## src/rtl/fifo_rf.sv

```systemverilog
// fifo_rf: parametrised synchronous FIFO built on a 2^AW x DW register file.
// One write port, one FIFO read port, one combinational debug read port.
// Occupancy count is the single source of the full/empty flags; rejected
// pushes/pops raise one-cycle ovf/udf pulses and change nothing else.
// Build option: define FIFO_RF_FWFT_EN for first-word fall-through reads
// (dout shows the head word combinationally). When it is undefined, reads are
// registered with one cycle of latency.
module fifo_rf #(
    parameter int DW = 4,
    parameter int AW = 3
) (
    input  logic          clk,
    input  logic          rstn,
    input  logic          push,
    input  logic [DW-1:0] din,
    input  logic          pop,
    output logic [DW-1:0] dout,
    output logic          dout_valid,
    output logic          full,
    output logic          empty,
    output logic [AW:0]   count,
    output logic          ovf,
    output logic          udf,
    input  logic [AW-1:0] dbg_ra,
    output logic [DW-1:0] dbg_rd
);

    localparam int          DEPTH   = 2 ** AW;
    localparam logic [AW:0] DEPTH_C = (AW + 1)'(DEPTH);

    // Storage is deliberately left out of reset: only pointers and count are
    // cleared, so stale words may remain visible on the debug port.
    logic [DW-1:0] mem_q [DEPTH];

    logic [AW-1:0] wr_ptr_q, wr_ptr_d;
    logic [AW-1:0] rd_ptr_q, rd_ptr_d;
    logic [AW:0]   count_q,  count_d;
    logic          ovf_q,    ovf_d;
    logic          udf_q,    udf_d;

    logic          push_ok;
    logic          pop_ok;

    // Accept/reject decisions; a pop frees a slot, so push into a full FIFO
    // is accepted when a pop is accepted on the same edge.
    always_comb begin
        full    = (count_q == DEPTH_C);
        empty   = (count_q == '0);
        pop_ok  = pop & ~empty;
        push_ok = push & (~full | pop_ok);
    end

    // Next-state for pointers, occupancy and error pulses.
    always_comb begin
        wr_ptr_d = wr_ptr_q;
        rd_ptr_d = rd_ptr_q;
        count_d  = count_q;
        ovf_d    = push & ~push_ok;
        udf_d    = pop & ~pop_ok;
        if (push_ok) begin
            wr_ptr_d = wr_ptr_q + AW'(1);
        end
        if (pop_ok) begin
            rd_ptr_d = rd_ptr_q + AW'(1);
        end
        case ({push_ok, pop_ok})
            2'b10:   count_d = count_q + (AW + 1)'(1);
            2'b01:   count_d = count_q - (AW + 1)'(1);
            default: count_d = count_q;
        endcase
    end

    // Control state register with asynchronous clear.
    always_ff @(posedge clk or negedge rstn) begin
        if (!rstn) begin
            wr_ptr_q <= '0;
            rd_ptr_q <= '0;
            count_q  <= '0;
            ovf_q    <= 1'b0;
            udf_q    <= 1'b0;
        end else begin
            wr_ptr_q <= wr_ptr_d;
            rd_ptr_q <= rd_ptr_d;
            count_q  <= count_d;
            ovf_q    <= ovf_d;
            udf_q    <= udf_d;
        end
    end

    // Register file write port; no reset on the data array.
    always_ff @(posedge clk) begin
        if (push_ok) begin
            mem_q[wr_ptr_q] <= din;
        end
    end

    // Debug port reads the array directly, so a write shows up after its edge.
    always_comb begin
        dbg_rd = mem_q[dbg_ra];
    end

    // Status outputs.
    always_comb begin
        count = count_q;
        ovf   = ovf_q;
        udf   = udf_q;
    end

`ifdef FIFO_RF_FWFT_EN
    // Head word falls through; a pop consumes what is already on dout.
    always_comb begin
        dout       = empty ? '0 : mem_q[rd_ptr_q];
        dout_valid = ~empty;
    end
`else
    logic [DW-1:0] dout_q, dout_d;
    logic          dout_valid_q, dout_valid_d;

    // Registered read: capture the head word on an accepted pop, else hold.
    always_comb begin
        dout_d       = dout_q;
        dout_valid_d = pop_ok;
        if (pop_ok) begin
            dout_d = mem_q[rd_ptr_q];
        end
    end

    // Read data register with asynchronous clear.
    always_ff @(posedge clk or negedge rstn) begin
        if (!rstn) begin
            dout_q       <= '0;
            dout_valid_q <= 1'b0;
        end else begin
            dout_q       <= dout_d;
            dout_valid_q <= dout_valid_d;
        end
    end

    // Drive read outputs from the read register.
    always_comb begin
        dout       = dout_q;
        dout_valid = dout_valid_q;
    end
`endif

endmodule

```

## config.mk

```make
export PLATFORM = sky130hd
export DESIGN_NAME = fifo_rf
export DESIGN_NICKNAME = d
export VERILOG_FILES = /design/src/rtl/fifo_rf.sv
export SDC_FILE = /design/constraint.sdc
export NUM_CORES = 1
export LEC_CHECK = 0
export ABC_AREA = 1
export CAP_MARGIN = 20
export CORE_UTILIZATION = 45
export CTS_BUF_LIST = sky130_fd_sc_hd__clkbuf_2 sky130_fd_sc_hd__clkbuf_4 sky130_fd_sc_hd__clkbuf_8
export DETAILED_ROUTE_END_ITERATION = 8
export GPL_ROUTABILITY_DRIVEN = 0
export PLACE_DENSITY = 0.66
export SYNTH_ARGS = -nofsm -noshare
export SYNTH_HDL_FRONTEND = slang
export SYNTH_SLANG_ARGS = --single-unit
```

## constraint.sdc

```tcl
create_clock -name clk -period 2.2 [get_ports clk]
set_input_delay 0.44 -clock clk [delete_from_list [all_inputs] [get_ports clk]]
set_output_delay 0.44 -clock clk [all_outputs]
set_load 0.005 [all_outputs]
```

==> results.md, run 1 <==
- Die Y: 77.5 um
- GR Overflow Total: 0
- Worst-margin pin slew: 0.466 ns
- Syn Nets: 310
- Synthesized area: 2570 um^2
- Achievable Freq: 486 MHz
- CP required: 1.76 ns
- Total negative slack: 0 ns
- Largest net degree at the start of global routing: 22
- Endpoints failing setup: 0
- Clk_skew: 0.00869 ns
- GRT Overall Usage: 0.187
- DR vias/cell: 4.78
- Internal: 0.00210 W
- Number of buffers added for setup after CTS: 0
- Startpoint types: flip-flop
- Max Cap Viol: 0
- Endpoint class of the critical path: output port
- Reg power frac: 0.418
- CTS buffer count: 5
- Psw: 0.00118 W
- Power Density: 1060 nW/um^2
- N_diodes: 0
- Most frequent cells in the layout: nand2_1, inv_1, edfxtp_1
- Final Cycle Share: 0.936
- Synth cell types: 27
- Die X: 77.5 um
- Net Sw Frac: 0.361
- Crit Path Class: reg -> out
- Fin util: 0.563
- Place WS: -0.244 ns
- Hold Buf Count CTS: 0
- Vias in the first global route: 1930
- P&R area growth vs syn: 20.7%
- H-tree depth: 2
- Critical Path AT: 1.62 ns
- Clock Tree Buf Depth: 2
- Register Area: 1390 um^2
- Clock root cell: clkbuf_8
- # DRC: 0
- Reg clk slew, reported paths: 0.08 ns
- Final Hold Slack: 0.464 ns
- Most common cell after layout, fill and taps aside: nand2_1
- Largest fanout on the critical path: 4
- Pre-Repair DR Iteration Count: 4
- Final WS setup: 0.142 ns
- Clk_lat worst skew: 0.29 ns
- Hold Crit Class: in -> async
- Wirelength per Cell: 12.6 um
- Rel. slew slack: 0.690
- Clock Sinks: 49
- Max Slew Vio Count: 0
- Detail Placement HPWL: 4.04 mm
- ANT nets after route: 0
- RSZ-0062 raised after global routing: no
- Post-synthesis cell count: 293
- Std cell rows: 27
- Fillers: 498
- Die Area: 6010 um^2
- Layout cell share with drive strength beyond 1: 0.118
- Top-level I/O count: 28
- Leakage: 1.47 nW
- Synthesis-stage register bit count: 49
- CTS tree: done
- Initial antenna violation count: 0
- Min cycle time layout: 2.06 ns
- Final hold vios: 0
- Clk pwr share: 0.160
- Seq/Total Area, Yosys: 0.540
- Syn Area/Cell: 8.76 um^2
- Synth warnings: 0
- Total number of vias: 1966
- VDD IR-drop max: 0.000500 V
- Status: completed
- Area of the multi-input gates: 926 um^2
- DRT iter0 DRCs: 139
- Combinational power share: 0.422
- I/O Buffers: 27
- Starting density of the core: 0.466
- CORE AREA: 5510 um^2
- Final WL: 5.20 mm
- First-pass GRT wire length: 8.79 mm
- Final #Nets: 355
- Power Total: 0.00328 W
==> sequential cells by signal, summed over array words and instances, names as in the netlist <==
| register | cells |
|---|---|
| dout_valid | 1 |
| ovf | 1 |
| mem_q | 32 |
| wr_ptr_q | 3 |
| dout | 4 |
| count | 4 |
| udf | 1 |
| rd_ptr_q | 3 |
==> cells in the mapped netlist (all sizes together) <==
master / instances / share of area
or2: 1 / 0.0024
a21oi: 16 / 0.031
inv: 47 / 0.072
fa: 1 / 0.0078
xnor2: 2 / 0.0068
nand3: 30 / 0.059
ha: 5 / 0.024
o21ai: 20 / 0.040
dfrtp: 17 / 0.17
clkbuf: 1 / 0.0054
buf: 7 / 0.022
nor2: 19 / 0.032
xor2: 2 / 0.0068
edfxtp: 32 / 0.37
nor3: 3 / 0.0058
nand2: 90 / 0.14
==> final cells by class <==
cell class	count	area share
Tap cell	72	0.0291
Sequential cell	49	0.447
Clock buffer	8	0.0295
Inverter	47	0.0594
Timing Repair Buffer	46	0.136
Multi-Input combinational cell	189	0.299
==> what timing repair did <==
| action | CTS | global route |
|---|---|---|
| pin swaps | 0 | 0 |
| gates resized for setup | 11 | 5 |
| endpoints found under the hold margin | 0 | 0 |
| gates cloned | 0 | 0 |
| endpoints found under the setup margin | 4 | 2 |
==> worst max-delay path, cell delays in order (launching register included) <==
cell and delay, ns:
dfrtp_1 0.42, inv_1 0.14, nand3_1 0.19, inv_1 0.09
clkdlybuf4s50_1 0.49
==> logic make-up after synthesis <==
family | share of synthesized area
AO/OA/AOI/OAI | 0.0717
buffers and inverters | 0.0990
XOR/XNOR | 0.0137
adder cells (fa/ha/maj) | 0.0322
AND/OR/NAND/NOR | 0.243
flip-flops | 0.540
==> path summary, 6_finish.rpt <==
check                                startpoint                      end  slack, ns  cells after the start
setup / recovery           count[3]$_DFFE_PN0P_                    empty       0.14                      4
hold / removal                             rstn  rd_ptr_q[0]$_DFFE_PN0P_       0.46                      2
setup reg to reg           count[1]$_DFFE_PN0P_     count[2]$_DFFE_PN0P_       0.21                     11
hold reg to reg             dout[3]$_DFFE_PN0P_      dout[3]$_DFFE_PN0P_       0.49                      2
max in group asynchronous                  rstn  wr_ptr_q[2]$_DFFE_PN0P_       1.53                      2
min in group clk            dout[3]$_DFFE_PN0P_      dout[3]$_DFFE_PN0P_       0.49                      2
==> metal layers <==
metal / GRT usage / wire (um) / share of wire / vias to the layer above
met1: 0.245 / 2450 / 0.47 / 872
li1: - / - / - / 1031
met5: 0 / 0 / 0 / -
met2: 0.309 / 2420 / 0.47 / 49
met4: 0.0717 / 116 / 0.022 / 0
met3: 0.0341 / 206 / 0.040 / 14
==> power groups by stage <==
stage	Combinational (W)	Clock, W	Sequential, W
final	0.00138	0.000526	0.00137
after floorplan	0.000894	0	0.00136
after global placement	0.00137	0	0.00139
after detailed placement	0.00139	0	0.00139
after CTS	0.00140	0.000542	0.00137
after global routing	0.00158	0.000578	0.00140
==> through the flow <==
stage	instances	cell area [um^2]
2_1_floorplan	293	2570
3_3_place_gp	403	3000
3_5_place_dp	403	3000
4_1_cts	411	3100
5_1_grt	411	3100
6_report	411	3100
Power figures use the tool's default switching activity.
==> run 2: changes to the inputs <==
--- a/config.mk
+++ b/config.mk
@@ -11,7 +11,7 @@
 export CTS_BUF_LIST = sky130_fd_sc_hd__clkbuf_2 sky130_fd_sc_hd__clkbuf_4 sky130_fd_sc_hd__clkbuf_8
 export DETAILED_ROUTE_END_ITERATION = 8
 export GPL_ROUTABILITY_DRIVEN = 0
-export PLACE_DENSITY = 0.66
+export PLACE_DENSITY = 0.65
 export SYNTH_ARGS = -nofsm -noshare
 export SYNTH_HDL_FRONTEND = slang
 export SYNTH_SLANG_ARGS = --single-unit
==> run 2 against run 1 <==
Highest routed layer unchanged. Via count grew 1.1%. Hold slack improved by 0.0052 ns. Design area increased by 0.40%. Global-route usage grew 1.0 points. Wire length rose by 1.8%. Combinational power about the same. Largest power group unchanged. First-iteration DRC count up 2.2%. Non-clock buffer count grew 1.
==> results.md, run 2 (same netlist as run 1, synthesis figures left out) <==
- Max reg flops: 32 (unchanged)
- Std cell rows: 27 (unchanged)
- Final WL: 5.29 mm (+1.8%)
- VDD IR-drop max: 0.000614 V (+23%)
- Final WS setup: 0.0595 ns (-0.0821 ns)
- Die Area: 6010 um^2 (unchanged)
- Endpoints failing setup: 0 (unchanged)
- Achievable Freq: 467 MHz (-3.8%)
- Detail Placement HPWL: 4.07 mm (+0.97%)
- DR vias/cell: 4.82 (+0.82%)
- Starting density of the core: 0.466 (unchanged)
- Die Y: 77.5 um (unchanged)
- Final Cycle Share: 0.973 (+0.0373)
- GR Overflow Total: 0 (unchanged)
- Crit Path Class: in -> out
- Most common cell after layout, fill and taps aside: nand2_1
- Pre-Repair DR Iteration Count: 4 (unchanged)
- CP required: 1.76 ns (about the same)
- I/O Buffers: 27 (unchanged)
- P&R area growth vs syn: 21.2%
- Hold Crit Class: in -> async
- CTS buffer count: 5 (unchanged)
- RSZ-0062 raised after global routing: no
- Clock Sinks: 49 (unchanged)
- Status: completed
- Layout cell share with drive strength beyond 1: 0.126 (+0.00848)
- GRT Overall Usage: 0.198 (+0.0105)
- Die X: 77.5 um (unchanged)
- Reg clk slew, reported paths: 0.08 ns (about the same)
- H-tree depth: 2 (unchanged)
- ANT nets after route: 0 (unchanged)
- Initial antenna violation count: 0 (unchanged)
- Endpoint class of the critical path: output port
- Clock root cell: clkbuf_8
- Number of buffers added for setup after CTS: 0 (unchanged)
- Critical Path AT: 1.70 ns (+0.08 ns)
- Place WS: -0.289 ns (-0.0450 ns)
- Max Cap Viol: 0 (unchanged)
- Largest fanout on the critical path: 8 (+4)
- Startpoint types: primary input
- N_diodes: 0 (unchanged)
- Total number of vias: 1987 (+1.1%)
- Largest net degree at the start of global routing: 22 (unchanged)
- First-pass GRT wire length: 9.08 mm (+3.3%)
- Rel. slew slack: 0.678 (-0.0116)
- Vias in the first global route: 1891 (-2.0%)
- Most flop-heavy register: mem_q
- R2R Setup Slk: 0.21 ns (about the same)
- Final #Nets: 356 (+0.28%)
- Total negative slack: 0 ns (unchanged)
- Clock Tree Buf Depth: 2 (unchanged)
- Max Slew Vio Count: 0 (unchanged)
- Clk_skew: 0.00544 ns (-0.00324 ns)
- DRT iter0 DRCs: 142 (+2.2%)
- # DRC: 0 (unchanged)
- Wirelength per Cell: 12.8 um (+1.5%)
- Worst-margin pin slew: 0.483 ns (+0.0174 ns)
- Leakage: 1.48 nW (+0.44%)
- Min cycle time layout: 2.14 ns (+0.0821 ns)
- Top-level I/O count: 28 (unchanged)
- CORE AREA: 5510 um^2 (unchanged)
- Final hold vios: 0 (unchanged)
- Most frequent cells in the layout: nand2_1, inv_1, edfxtp_1
- Clk_lat worst skew: 0.30 ns (about the same)
- CTS tree: done
- Power Density: 1060 nW/um^2 (-0.34%)
- Fillers: 491 (-1.4%)
-- run 2: changes by cell type in the layout (fill, tap and decap cells not counted), sizes merged --
cell | previous run | this run
clkbuf | 9 | 8
clkinv | 0 | 1
dlygate4sd2 | 3 | 1
dlymetal6s2s | 2 | 3
clkdlybuf4s50 | 21 | 22
buf | 19 | 20
-- run 2: worst paths after layout --
check	start	end	depth (start not counted)
worst max-delay path	dbg_ra[1]	dbg_rd[0]	8
worst max register to register	count[1]$_DFFE_PN0P_	count[2]$_DFFE_PN0P_	11
max in group asynchronous	rstn	wr_ptr_q[0]$_DFFE_PN0P_	2
worst min-delay path	rstn	rd_ptr_q[0]$_DFFE_PN0P_	2
min in group clk	dout[1]$_DFFE_PN0P_	dout[1]$_DFFE_PN0P_	2
worst min register to register	dout[1]$_DFFE_PN0P_	dout[1]$_DFFE_PN0P_	2
-- run 2: worst max-delay path, stage by stage --
cell,delay [ns]
dlygate4sd2_1,0.26
buf_6,0.14
a21oi_1,0.11
o21ai_1,0.09
nand2_1,0.07
nand2_1,0.05
nand2_1,0.05
clkdlybuf4s50_1,0.49
-- run 2: metal layers --
metal / vias to the layer above / global-route usage / part of all wire
met2: 42 / 0.312 / 0.47
met5: - / 0 / 0
li1: 1036 / - / -
met3: 15 / 0.0353 / 0.033
met4: 0 / 0.0887 / 0.031
met1: 894 / 0.266 / 0.46
-- run 2: power by group --
| group | internal (W) | switching (W) |
|---|---|---|
| logic | 0.000639 | 0.000759 |
| registers | 0.00120 | 0.000172 |
| clock network | 0.000246 | 0.000270 |
-- run 2: stage by stage --
stage          instances  power [W]  hold slack (ns)  utilization  area, um^2
2_1_floorplan        293    0.00225            0.144            -        2570
6_report             412    0.00329            0.470        0.565        3110
3_5_place_dp         404    0.00279            0.472        0.546        3010
5_1_grt              412    0.00359            0.494        0.565        3110
3_3_place_gp         404    0.00276            0.468        0.546        3010
4_1_cts              412    0.00332            0.474        0.562        3100
-- run 2: repair_timing --
action / in CTS / in global routing
gates resized for setup: 10 / 11
endpoints found under the hold margin: 0 / 0
cloned: 0 / 0
hold buffers: 0 / 0
endpoints found under the setup margin: 4 / 4
-- run 2: final cells by class --
class / instances / area [um^2] / share of cell area
multi-input combinational: 189 / 937 / 0.301
inverter: 47 / 184 / 0.0591
sequential: 49 / 1390 / 0.446
tap: 72 / 90.1 / 0.0290
clock inverter: 1 / 3.75 / 0.00121
timing repair buffer: 47 / 425 / 0.137
clock buffer: 7 / 83.8 / 0.0270
==> run 3: changes to the inputs <==
--- a/config.mk
+++ b/config.mk
@@ -12,6 +12,7 @@
 export DETAILED_ROUTE_END_ITERATION = 8
 export GPL_ROUTABILITY_DRIVEN = 0
 export PLACE_DENSITY = 0.65
+export SETUP_SLACK_MARGIN = 0.4
 export SYNTH_ARGS = -nofsm -noshare
 export SYNTH_HDL_FRONTEND = slang
 export SYNTH_SLANG_ARGS = --single-unit
==> run 3 against run 2 <==
First-iteration DRC count rose by 54%. Sequential power about the same. Flip-flop and latch count unchanged. Die area unchanged. Critical path depth increased by 4.
==> results.md, run 3 (same netlist as run 1, synthesis figures left out) <==
- VDD IR-drop max: 0.000823 V (+34%)
- Most flop-heavy register: mem_q
- Clk_skew: 0.00491 ns (-0.000530 ns)
- CP required: 2.44 ns (+0.68 ns)
- Power Density: 1100 nW/um^2 (+4.4%)
- Final #Nets: 359 (+0.84%)
- RSZ-0062 raised after global routing: yes
- Crit-path max cell delay: 0.48 ns (about the same)
- P&R area growth vs syn: 25.6%
- Endpoint class of the critical path: flip-flop
- Hold Crit Class: in -> async
- Hold Buf Count CTS: 0 (unchanged)
- Most common cell on crit path: nand2_1
- Detail Placement HPWL: 3.97 mm (-2.6%)
- Pre-Repair DR Iteration Count: 4 (unchanged)
- CTS tree: done
- Psw: 0.00127 W (+5.9%)
- R2R Setup Slk: 0.39 ns (+0.18 ns)
- Top-level I/O count: 28 (unchanged)
- Largest fanout on the critical path: 4 (-4)
- Status: completed
- Internal: 0.00228 W (+9.6%)
- Max Cap Viol: 0 (unchanged)
- Crit path max-delay family: simple AND/OR/NAND/NOR gates
- Fin cells: 415 (+0.73%)
- Final Cycle Share: 0.824 (-0.148)
- Clk_lat worst skew: 0.29 ns (about the same)
- Starting density of the core: 0.466 (unchanged)
- H-tree depth: 2 (unchanged)
- Final Hold Slack: 0.475 ns (+0.00571 ns)
- Wirelength per Cell: 13.3 um (+3.4%)
- Std cell rows: 27 (unchanged)
- Reg clk slew, reported paths: 0.08 ns (about the same)
- Crit path max-delay cell type: clkdlybuf4s50_1
- Final WL: 5.51 mm (+4.2%)
- Initial antenna violation count: 0 (unchanged)
- DR vias/cell: 4.93 (+2.3%)
- Min cycle time layout: 1.81 ns (-0.327 ns)
- Combinational power share: 0.431 (+0.005)
- Die Y: 77.5 um (unchanged)
- Rel. slew slack: 0.660 (-0.0184)
- CP Cell Sequence: clkdlybuf4s50_1, inv_1, nand2_4, nand2_8, ha_4, ha_4, or2_4, nand2_1, nand3_1, nand2_1, nand2_1, nand2_1
- # DRC: 0 (unchanged)
- N_diodes: 0 (unchanged)
- Largest net degree at the start of global routing: 22 (unchanged)
- R2r endpoint: count[3]$_DFFE_PN0P_
- Achievable Freq: 551 MHz (+18%)
- Critical Path AT: 2.05 ns (+0.35 ns)
- Reg power frac: 0.385 (-0.032)
- GRT Overall Usage: 0.208 (+0.0103)
- Max Slew Vio Count: 0 (unchanged)
- Buf/Inv on CP: 2 (-1)
- Clk pwr share: 0.184 (+0.027)
- Worst r2r path cells: 13 (+2)
- Final hold vios: 0 (unchanged)
- Worst-margin pin slew: 0.511 ns (+0.0276 ns)
- CORE AREA: 5510 um^2 (unchanged)
- First-pass GRT wire length: 9.63 mm (+6.0%)
- Layout cell share with drive strength beyond 1: 0.184 (+0.0572)
- Die X: 77.5 um (unchanged)
- Placed insts: 398 (-1.5%)
- Clock Tree Buf Depth: 2 (unchanged)
- Total number of vias: 2048 (+3.1%)
- Most common cell after layout, fill and taps aside: nand2_1
- DRT iter0 DRCs: 218 (+54%)
- Net Sw Frac: 0.358 (-0.00798)
- Vias in the first global route: 2035 (+7.6%)
- Leakage: 1.50 nW (+1.6%)
- Die Area: 6010 um^2 (unchanged)
- I/O Buffers: 27 (unchanged)
- Crit Path Class: in -> reg
- Endpoints failing setup: 0 (unchanged)
- Startpoint types: primary input
- Clock root cell: clkbuf_8
- GR Overflow Total: 0 (unchanged)
- FF-to-FF Start: count[0]$_DFFE_PN0P_
- Clock Sinks: 49 (unchanged)
- ANT nets after route: 0 (unchanged)
- Total negative slack: 0 ns (unchanged)
- CTS buffer count: 5 (unchanged)
- Max reg flops: 32 (unchanged)
- Most frequent cells in the layout: nand2_1, inv_1, edfxtp_1
==> run 3: cell types whose count changed in the layout (fill, tap and decap cells not counted), sizes merged <==
| cell | previous run | this run |
|---|---|---|
| clkinv | 1 | 0 |
| bufinv | 0 | 1 |
| buf | 20 | 28 |
| clkdlybuf4s50 | 22 | 18 |
| dlygate4sd2 | 1 | 3 |
| dlymetal6s2s | 3 | 0 |
==> run 3: how the worst max path moves through the flow <==
stage	startpoint	end	slack [ns]	cells past startpoint
after floorplan	count[0]$_DFFE_PN0P_	count[3]$_DFFE_PN0P_	0.33	13
after global placement	dbg_ra[0]	dbg_rd[1]	-0.27	9
after detailed placement	dbg_ra[0]	dbg_rd[1]	-0.31	9
after CTS	dbg_ra[0]	dbg_rd[1]	0.31	8
after global routing	count[0]$_DFFE_PN0P_	count[3]$_DFFE_PN0P_	0.25	13
final	pop	count[3]$_DFFE_PN0P_	0.39	12
==> run 3: layout make-up <==
| cell class | instances | area, um^2 |
|---|---|---|
| tap | 72 | 90.1 |
| multi-input combinational | 189 | 990 |
| timing repair buffer | 50 | 452 |
| inverter | 47 | 186 |
| fill | 481 | 2280 |
| clock buffer | 7 | 90.1 |
| sequential | 49 | 1390 |
| clock inverter | 1 | 30.0 |
==> run 3: repair_timing <==
action,in CTS,in global routing
pin swaps,9,8
resized for setup,37,11
buffers inserted,7,1
setup endpoints to repair,9,6
cloned,1,0
==> run 3: per-stage QoR <==
stage | util | power, W | setup slack, ns | area, um^2
detailed placement | 0.547 | 0.00282 | -0.306 | 3010
CTS | 0.584 | 0.00356 | 0.306 | 3220
global placement | 0.547 | 0.00279 | -0.270 | 3010
finish | 0.586 | 0.00356 | 0.386 | 3220
global route | 0.586 | 0.00386 | 0.250 | 3220
floorplan | - | 0.00232 | 0.327 | 2610
==> run 3: power by group through the flow <==
stage                     Clock [W]  Sequential [W]  Combinational (W)
final                      0.000655         0.00137            0.00153
after global routing       0.000714         0.00140            0.00174
after floorplan                   0         0.00136           0.000955
after CTS                  0.000682         0.00136            0.00152
after detailed placement          0         0.00141            0.00141
after global placement            0         0.00141            0.00138
==> run 3: per-layer routing <==
layer	routed length [um]	GRT usage
met1	2440	0.270
met4	104	0.0811
met5	0	0
met3	273	0.0388
met2	2690	0.344
